## src/rtl/gpi_debounce_pkg.sv

```systemverilog
// -----------------------------------------------------------------------------
// gpi_debounce_pkg
//
// Shared definitions for the general-purpose input conditioning block:
//   - default parameter values for the synchroniser depth and debounce period
//   - the counter width helper used to size each per-bit stability counter
//   - the per-bit action type decoded every cycle by gpi_debounce_bit
// -----------------------------------------------------------------------------
package gpi_debounce_pkg;

  // 50000 cycles is 1 ms at a 50 MHz system clock.
  localparam int unsigned GpiDebounceCyclesDefault = 50000;
  localparam int unsigned GpiSyncStagesDefault     = 2;

  // Width of a counter that must hold values 0..cycles.
  function automatic int unsigned gpi_cnt_width(input int unsigned cycles);
    return $clog2(cycles + 1);
  endfunction

  // What a single bit does on the next clock edge.
  //   GpiActClear  : synchronised input agrees with the output (STABLE)
  //   GpiActCount  : disagreement still being qualified (PENDING)
  //   GpiActCommit : disagreement held long enough, output takes the input
  typedef enum logic [1:0] {
    GpiActClear  = 2'd0,
    GpiActCount  = 2'd1,
    GpiActCommit = 2'd2
  } gpi_act_e;

endpackage : gpi_debounce_pkg

```

## src/rtl/gpi_debounce_bit.sv

```systemverilog
// -----------------------------------------------------------------------------
// gpi_debounce_bit
//
// One input bit of the debouncer: a SyncStages-deep synchroniser, a stability
// counter, the debounced level flop and (optionally) registered edge pulses.
//
// Configuration macro: GPI_DEBOUNCE_EDGE_EN
//   defined   - rise_o / fall_o come from registered pulse flops
//   undefined - rise_o / fall_o are constant 0, no pulse flops exist
//
// Ports:
//   clk_sys_i   in   system clock
//   rst_sys_ni  in   asynchronous active-low reset
//   gpi_i       in   raw pin, asynchronous to clk_sys_i
//   gpi_o       out  debounced, synchronised level
//   rise_o      out  one-cycle pulse when gpi_o goes 0->1
//   fall_o      out  one-cycle pulse when gpi_o goes 1->0
// -----------------------------------------------------------------------------
module gpi_debounce_bit
  import gpi_debounce_pkg::*;
#(
  parameter int unsigned SyncStages     = GpiSyncStagesDefault,   // legal 2..4
  parameter int unsigned DebounceCycles = GpiDebounceCyclesDefault // >= 1
) (
  input  logic clk_sys_i,
  input  logic rst_sys_ni,
  input  logic gpi_i,
  output logic gpi_o,
  output logic rise_o,
  output logic fall_o
);

  localparam int unsigned CntW = gpi_cnt_width(DebounceCycles);
  // Terminal count: the commit happens on the edge that would otherwise take
  // the counter to DebounceCycles, so the counter never needs to wrap.
  localparam logic [CntW-1:0] CntMax = CntW'(DebounceCycles - 1);

  // ---------------------------------------------------------------------------
  // Synchroniser: bit 0 is the metastability-catching stage, the MSB is the
  // first stage safe to use as logic.
  // ---------------------------------------------------------------------------
  logic [SyncStages-1:0] sync_d, sync_q;
  logic                  s;

  assign sync_d = {sync_q[SyncStages-2:0], gpi_i};
  assign s      = sync_q[SyncStages-1];

  // ---------------------------------------------------------------------------
  // Stability counter and debounced level
  // ---------------------------------------------------------------------------
  logic [CntW-1:0] cnt_d, cnt_q;
  logic            level_d, level_q;
  gpi_act_e        act;
  logic            commit;

  // NOTE: every signal written in an always_comb gets a default on entry, so
  // no path through the block can leave it unassigned and infer a latch.
  always_comb begin
    act     = GpiActClear;
    cnt_d   = '0;
    level_d = level_q;

    if (s != level_q) begin
      act = (cnt_q == CntMax) ? GpiActCommit : GpiActCount;
    end

    unique case (act)
      GpiActClear:  cnt_d = '0;
      GpiActCount:  cnt_d = cnt_q + 1'b1;
      GpiActCommit: begin
        cnt_d   = '0;
        level_d = s;
      end
      default:      cnt_d = '0;
    endcase
  end

  assign commit = (act == GpiActCommit);

  // NOTE: sequential state is updated with non-blocking assignments so every
  // flop samples the pre-edge values of the others, independent of ordering.
  // NOTE: the synchroniser is reset too (it is a handful of flops, not a
  // memory) so that a stable-high input re-qualifies cleanly after reset.
  always_ff @(posedge clk_sys_i or negedge rst_sys_ni) begin
    if (!rst_sys_ni) begin
      sync_q  <= '0;
      cnt_q   <= '0;
      level_q <= 1'b0;
    end else begin
      sync_q  <= sync_d;
      cnt_q   <= cnt_d;
      level_q <= level_d;
    end
  end

  assign gpi_o = level_q;

  // ---------------------------------------------------------------------------
  // Edge pulses: registered on the same edge as the level change, so they are
  // high in exactly the cycle where gpi_o first shows the new value.
  // ---------------------------------------------------------------------------
`ifdef GPI_DEBOUNCE_EDGE_EN
  logic rise_d, rise_q;
  logic fall_d, fall_q;

  always_comb begin
    rise_d = commit &  s;
    fall_d = commit & ~s;
  end

  always_ff @(posedge clk_sys_i or negedge rst_sys_ni) begin
    if (!rst_sys_ni) begin
      rise_q <= 1'b0;
      fall_q <= 1'b0;
    end else begin
      rise_q <= rise_d;
      fall_q <= fall_d;
    end
  end

  assign rise_o = rise_q;
  assign fall_o = fall_q;
`else
  // Commit is still decoded for the level path; pulses are simply not built.
  logic unused_commit;
  assign unused_commit = commit;
  assign rise_o        = 1'b0;
  assign fall_o        = 1'b0;
`endif

endmodule : gpi_debounce_bit

```

## src/rtl/gpi_debounce.sv

```systemverilog
// -----------------------------------------------------------------------------
// gpi_debounce
//
// Conditions the Arty A7 push-buttons / slide switches for the general-purpose
// input port of the demo system. Each bit is synchronised into clk_sys_i,
// debounced independently and optionally turned into rise/fall pulses.
//
// Configuration macro: GPI_DEBOUNCE_EDGE_EN
//   defined   - rise_o, fall_o, changed_o report debounced transitions
//   undefined - rise_o, fall_o, changed_o are constant 0; gpi_o unchanged
//
// Parameters:
//   Width          number of independent input bits
//   SyncStages     synchroniser flops per bit, 2..4
//   DebounceCycles consecutive stable cycles before gpi_o follows, >= 1
//
// Ports:
//   clk_sys_i   in   [1]      system clock
//   rst_sys_ni  in   [1]      asynchronous active-low reset
//   gpi_i       in   [Width]  raw board inputs (asynchronous)
//   gpi_o       out  [Width]  debounced, synchronised levels
//   rise_o      out  [Width]  one-cycle pulse per debounced 0->1
//   fall_o      out  [Width]  one-cycle pulse per debounced 1->0
//   changed_o   out  [1]      OR of all rise_o / fall_o bits
// -----------------------------------------------------------------------------
module gpi_debounce
  import gpi_debounce_pkg::*;
#(
  parameter int unsigned Width          = 8,
  parameter int unsigned SyncStages     = GpiSyncStagesDefault,
  parameter int unsigned DebounceCycles = GpiDebounceCyclesDefault
) (
  input  logic             clk_sys_i,
  input  logic             rst_sys_ni,
  input  logic [Width-1:0] gpi_i,
  output logic [Width-1:0] gpi_o,
  output logic [Width-1:0] rise_o,
  output logic [Width-1:0] fall_o,
  output logic             changed_o
);

  for (genvar i = 0; i < Width; i++) begin : g_bit
    gpi_debounce_bit #(
      .SyncStages     (SyncStages),
      .DebounceCycles (DebounceCycles)
    ) u_bit (
      .clk_sys_i  (clk_sys_i),
      .rst_sys_ni (rst_sys_ni),
      .gpi_i      (gpi_i[i]),
      .gpi_o      (gpi_o[i]),
      .rise_o     (rise_o[i]),
      .fall_o     (fall_o[i])
    );
  end

`ifdef GPI_DEBOUNCE_EDGE_EN
  // Purely combinational from the registered pulse flops, hence coincident.
  assign changed_o = (|rise_o) | (|fall_o);
`else
  assign changed_o = 1'b0;
`endif

endmodule : gpi_debounce

```

## config.mk

```make
export PLATFORM = sky130hd
export DESIGN_NAME = gpi_debounce
export DESIGN_NICKNAME = d
export VERILOG_FILES = /design/src/rtl/gpi_debounce_pkg.sv /design/src/rtl/gpi_debounce_bit.sv /design/src/rtl/gpi_debounce.sv
export SDC_FILE = /design/constraint.sdc
export NUM_CORES = 1
export LEC_CHECK = 0
export CAP_MARGIN = 20
export CORE_UTILIZATION = 24
export DETAILED_ROUTE_END_ITERATION = 6
export GPL_TIMING_DRIVEN = 1
export SLEW_MARGIN = 20
export SYNTH_ARGS = -nofsm -noshare
export SYNTH_HDL_FRONTEND = slang
export SYNTH_SLANG_ARGS = --single-unit
export TNS_END_PERCENT = 10
```

## constraint.sdc

```tcl
create_clock -name clk_sys_i -period 3.7 [get_ports clk_sys_i]
set_clock_uncertainty 0.15 [all_clocks]
set_input_delay 0.555 -clock clk_sys_i [delete_from_list [all_inputs] [get_ports clk_sys_i]]
set_output_delay 0.555 -clock clk_sys_i [all_outputs]
set_load 0.02 [all_outputs]
```

Word level (Yosys, flattened, before mapping)
Cells that the tools add are included.
{"block": "classes", "n_addsub": 8, "mux": 24, "eq_ne": 32}
{"operator": "$add 16x1->16 const B", "n": 8}
{"operator": "$eq 16x16->1 const B", "n": 8}
{"operator": "$mux 16", "n": 8}
{"operator": "$mux 2", "n": 16}
{"operator": "$eq 2x1->1 const B", "n": 8}
{"operator": "$eq 2x2->1 const B", "n": 8}
{"operator": "$ne 1x1->1", "n": 8}
{"block": "totals", "input_bits": 10, "output_inout_bits": 25, "reg_bits": 152}

Depth between registers and ports, before layout
{"block": "logic_depth", "depth_word": 5, "depth_mapped": 6, "mapped_depth_nobuf": 5}

Modules after synthesis
Synthesis repeated with hierarchy kept, for this count alone.
{"block": "unflattened", "hier_cells": 690, "hier_area_um2": 7918.8}
{"module": "gpi_debounce_bit", "cells_per_inst": 86, "n_inst": 8, "seq_area_each_um2": 475.5, "area_per_inst_um2": 988.4}
{"module": "gpi_debounce", "cells_per_inst": 2, "n_inst": 1, "seq_area_each_um2": 0.0, "area_per_inst_um2": 11.3}

Least setup slack after synthesis
No wires, ideal clock.
{"block": "synth_path", "path_type": "reg2reg", "start": "reg g_bit[1].u_bit.cnt_q[7]", "end": "reg g_bit[1].u_bit.level_q", "slack_ps": 1647, "path_buffers": 0, "arrival_time_ps": 1778, "stages_incl_launch_ff": 4, "cell_sequence": "dfrtp_1 > or4b_1 > or4_4 > mux2_4"}
{"block": "synth_between", "elab_chain_cells": 4}
{"item": "from (decl)", "line_no": "gpi_debounce_bit.sv:51", "source": "logic [CntW-1:0] cnt_d, cnt_q;"}
{"item": "from (signal assigned)", "line_no": "gpi_debounce_bit.sv:91", "source": "cnt_q <= cnt_d;"}
{"item": "$eq 16x16->1", "line_no": "gpi_debounce_bit.sv:64", "source": "act = (cnt_q == CntMax) ? GpiActCommit : GpiActCount;"}
{"item": "$mux 2", "line_no": "gpi_debounce_bit.sv:64"}
{"item": "$mux 2", "line_no": "gpi_debounce_bit.sv:63", "source": "if (s != level_q) begin"}
{"item": "$eq 2x2->1"}
{"item": "to (signal assigned)", "line_no": "gpi_debounce_bit.sv:92", "source": "level_q <= level_d;"}
{"item": "to (decl)", "line_no": "gpi_debounce_bit.sv:52", "source": "logic level_d, level_q;"}
Every way passes these cells.
A chain may end at the register's enable or synchronous reset.

Worst setup path after layout
{"block": "layout_path", "start": "reg g_bit[5].u_bit.level_q", "end": "out gpi_o[5]"}
{"item": "from (decl)", "line_no": "gpi_debounce_bit.sv:52"}
{"item": "from (signal assigned)", "line_no": "gpi_debounce_bit.sv:92"}
{"item": "to (decl)", "line_no": "gpi_debounce.sv:36", "source": "output logic [Width-1:0] gpi_o,"}
No word-level cell between the ends.

==> flow_summary.ini <==
[clocking]
htree_levels = 4
clkSinkCount = 152
postCtsSetupRepairBufs = 0
cts_made_buffers = 17
cts_hold_buf = 0
clk_latency_ns = 0.42
cts_resized = 0
clk_pin_slew_worst_paths_ns = 0.06
clock_tree.root_cell = clkbuf_16
ctsLongestPathBuffers = 2
cts_tree = built

[timing]
setup_viol_count_final = 0
fin_setup_tns_ns = 0
finalMaxSlewViolations = 0
slew_headroom_pct = 51.61
fin_crit_sh_pct = 58.90
fin_crit_ns = 2.179
tightest_slew_ns = 0.7258
max_freq_mhz = 458.8
hold_viol = 0
rsz0062_at_grt = no

[global_route]
grt_max_degree = 81
track_usage_pct = 8.832
overflow = 0
grt_antenna_before_repair = 0
grt_first_pass_wirelength_microns = 22340
grt_pass1_vias = 4790

[finish]
insertedDiodeCount = 0
area_growth_pct = 14.22
final_core_utilization_pct = 27.91
seq_area_sq_mm = 0.003804
final_nets = 737
fin_cells = 1120
final_layout_size_suffix_gt1_share_pct = 7.260
fill_cells = 3136
multi_input_area_sq_mm = 0.003152

[setup_path]
cp_num_buf_inv = 1
r2r-end = g_bit[6].u_bit.gpi_o$_DFFE_PN0N_
worstPathRequired_ns = 2.99
critPathKind = reg2out
worstSetupEndpointType = output port
worst_r2r_startpoint = g_bit[6].u_bit.cnt_q[7]$_DFF_PN0_
crit_fanout = 3
cp_slowest_stage_delay_ns = 0.67
path_delay_family = buffers and inverters
reg2reg_setup_slack_ns = 1.58
arrival_ns = 1.47
rr_worst_depth = 3
worstSetupStartpointType = flip-flop
path_cells = clkdlybuf4s50_1
crit_path_top_delay_cell = clkdlybuf4s50_1

[detailed_routing]
drtIter0Drc = 393
vias = 4782
wl_microns = 12540
dr.pass1.iters = 4
viasPerCell = 4.270
wl_per_cell_microns = 11.20
antenna_left = 0
drc_errors = 0

[placement]
numPortBuffers = 17
place.gp.congestion = 0.8251
hpwl_microns = 8301
dp.cells = 1090

[flow_run]
maxCapViolCount = 0

[logic_synthesis]
yosys_warnings = 0
yosysSeqAreaShare_pct = 52.51
synth_area_leaders = dfrtp_1, xnor2_1, nor2_1
synth_area_sq_mm = 0.007243
ys_ff_latch = 152
synth_top_cell_area_share_pct = 52.51
syn_area_per_cell_sq_um = 10.33
synthCells = 701
yosysTopAreaCell = dfrtp_1
yosysUniqueCellTypes = 34

[floorplanning]
start_util_pct = 24.44
num_rows = 63
num_io_pins = 35
coreArea_sq_mm = 0.02964
die_y_microns = 175.7
die_w_microns = 175.7
die_area_sq_mm = 0.03088

[worst_hold_path]
min_path_type = in2async

[power_and_ir_drop]
pwr-share-clk_pct = 47.2
p_leak_nw = 3.229
p_comb_share_pct = 3.4
ir_drop_mv = 0.3226
swShare_pct = 21.86
p_switching_mw = 0.7620
p_int_mw = 2.724
seq_power_share_pct = 49.4
p_per_area_mw_per_mm2 = 421.3

[status]
status = completed
worst max path at each step:
stage / startpoint / endpoint / slack, ns / cells past startpoint
2_1_floorplan: g_bit[1].u_bit.cnt_q[7]$_DFF_PN0_ / g_bit[1].u_bit.gpi_o$_DFFE_PN0N_ / 1.65 / 3
3_3_place_gp: g_bit[4].u_bit.cnt_q[7]$_DFF_PN0_ / g_bit[4].u_bit.gpi_o$_DFFE_PN0N_ / 1.59 / 3
3_5_place_dp: g_bit[4].u_bit.cnt_q[7]$_DFF_PN0_ / g_bit[4].u_bit.gpi_o$_DFFE_PN0N_ / 1.59 / 3
4_1_cts: g_bit[2].u_bit.gpi_o$_DFFE_PN0N_ / gpi_o[2] / 1.47 / 1
5_1_grt: g_bit[0].u_bit.cnt_q[0]$_DFF_PN0_ / g_bit[0].u_bit.cnt_q[9]$_DFF_PN0_ / 1.44 / 5
6_report: g_bit[5].u_bit.gpi_o$_DFFE_PN0N_ / gpi_o[5] / 1.52 / 1
cells in the final DEF (no fill, tap or decap), types with 8 or more instances in the layout:
| master | instances |
|---|---|
| nor3_1 | 27 |
| dfrtp_1 | 152 |
| xnor2_1 | 91 |
| nand2_1 | 26 |
| xor2_1 | 26 |
| nor4bb_1 | 8 |
| and3_1 | 10 |
| clkdlybuf4s50_1 | 16 |
| nand4_1 | 34 |
| nor2_1 | 139 |
| nand3_1 | 41 |
| or4b_1 | 8 |
| inv_1 | 22 |
| clkbuf_16 | 17 |
| conb_1 | 17 |
| ha_1 | 8 |
| nor4_1 | 28 |
routing by layer:
layer  up-vias  GRT usage [%]  share of wire [%]
met4         0          3.804                1.7
met1      2321          11.39                 51
met5         -              0                  0
li1       2391              -                  -
met3        16          2.424                2.8
met2        54          13.80                 45
Yosys cell counts:
cell type	count
a21oi_1	3
a31o_2	1
and2_1	1
and3_1	10
and3_2	4
and4_1	4
buf_4	25
buf_6	3
clkbuf_1	8
clkbuf_8	1
conb_1	1
dfrtp_1	152
ha_1	8
inv_1	22
mux2_2	4
mux2_4	4
nand2_1	26
nand2_4	4
nand3_1	41
nand3b_1	4
nand4_1	34
nand4b_1	2
nor2_1	139
nor3_1	27
nor4_1	28
nor4b_1	3
nor4bb_1	8
o21ai_0	2
or2_2	1
or3_1	2
or4_4	4
or4b_1	8
xnor2_1	91
xor2_1	26
power by group through the flow:
stage / registers [mW] / clock network, mW / logic, mW
floorplan: 1.74 / 0 / 0.0850
global placement: 1.75 / 0 / 0.124
detailed placement: 1.75 / 0 / 0.124
CTS: 1.72 / 1.70 / 0.125
global route: 1.73 / 1.77 / 0.140
finish: 1.72 / 1.65 / 0.119
area by class of cell:
class	instances	area share, %
clock buffer	21	5.445
clock inverter	9	1.240
inverter	22	0.9982
multi-input combinational	506	38.10
sequential	152	45.98
tap	390	5.898
timing repair buffer	20	2.344
through the flow:
step	cell area (sq um)	setup slack, ns	power [mW]	hold WS [ns]
detailed placement	7720	1.591	1.874	0.1862
global placement	7720	1.592	1.874	0.1817
CTS	8273	1.475	3.549	0.03374
floorplan	7303	1.647	1.828	0.1094
global route	8273	1.441	3.638	0.05942
finish	8273	1.521	3.486	0.004782
cell families after synthesis:
logic type / count (synthesis) / share of synthesized area (%)
AOI/OAI and AO/OA: 6 / 0.4664
muxes: 8 / 1.451
other: 1 / 0.05177
and+or+nand+nor: 350 / 25.19
buffers and inverters: 59 / 4.802
xor gates and xnor gates: 117 / 14.15
DFF: 152 / 52.51
adders and majority gates: 8 / 1.382
registers in the layout, summed over array words and instances, names as in the netlist:
register	count
g_bit.u_bit.cnt_q	128
g_bit.u_bit.sync_q	16
g_bit.u_bit.gpi_o	8
(Power assumes the default switching activity.)
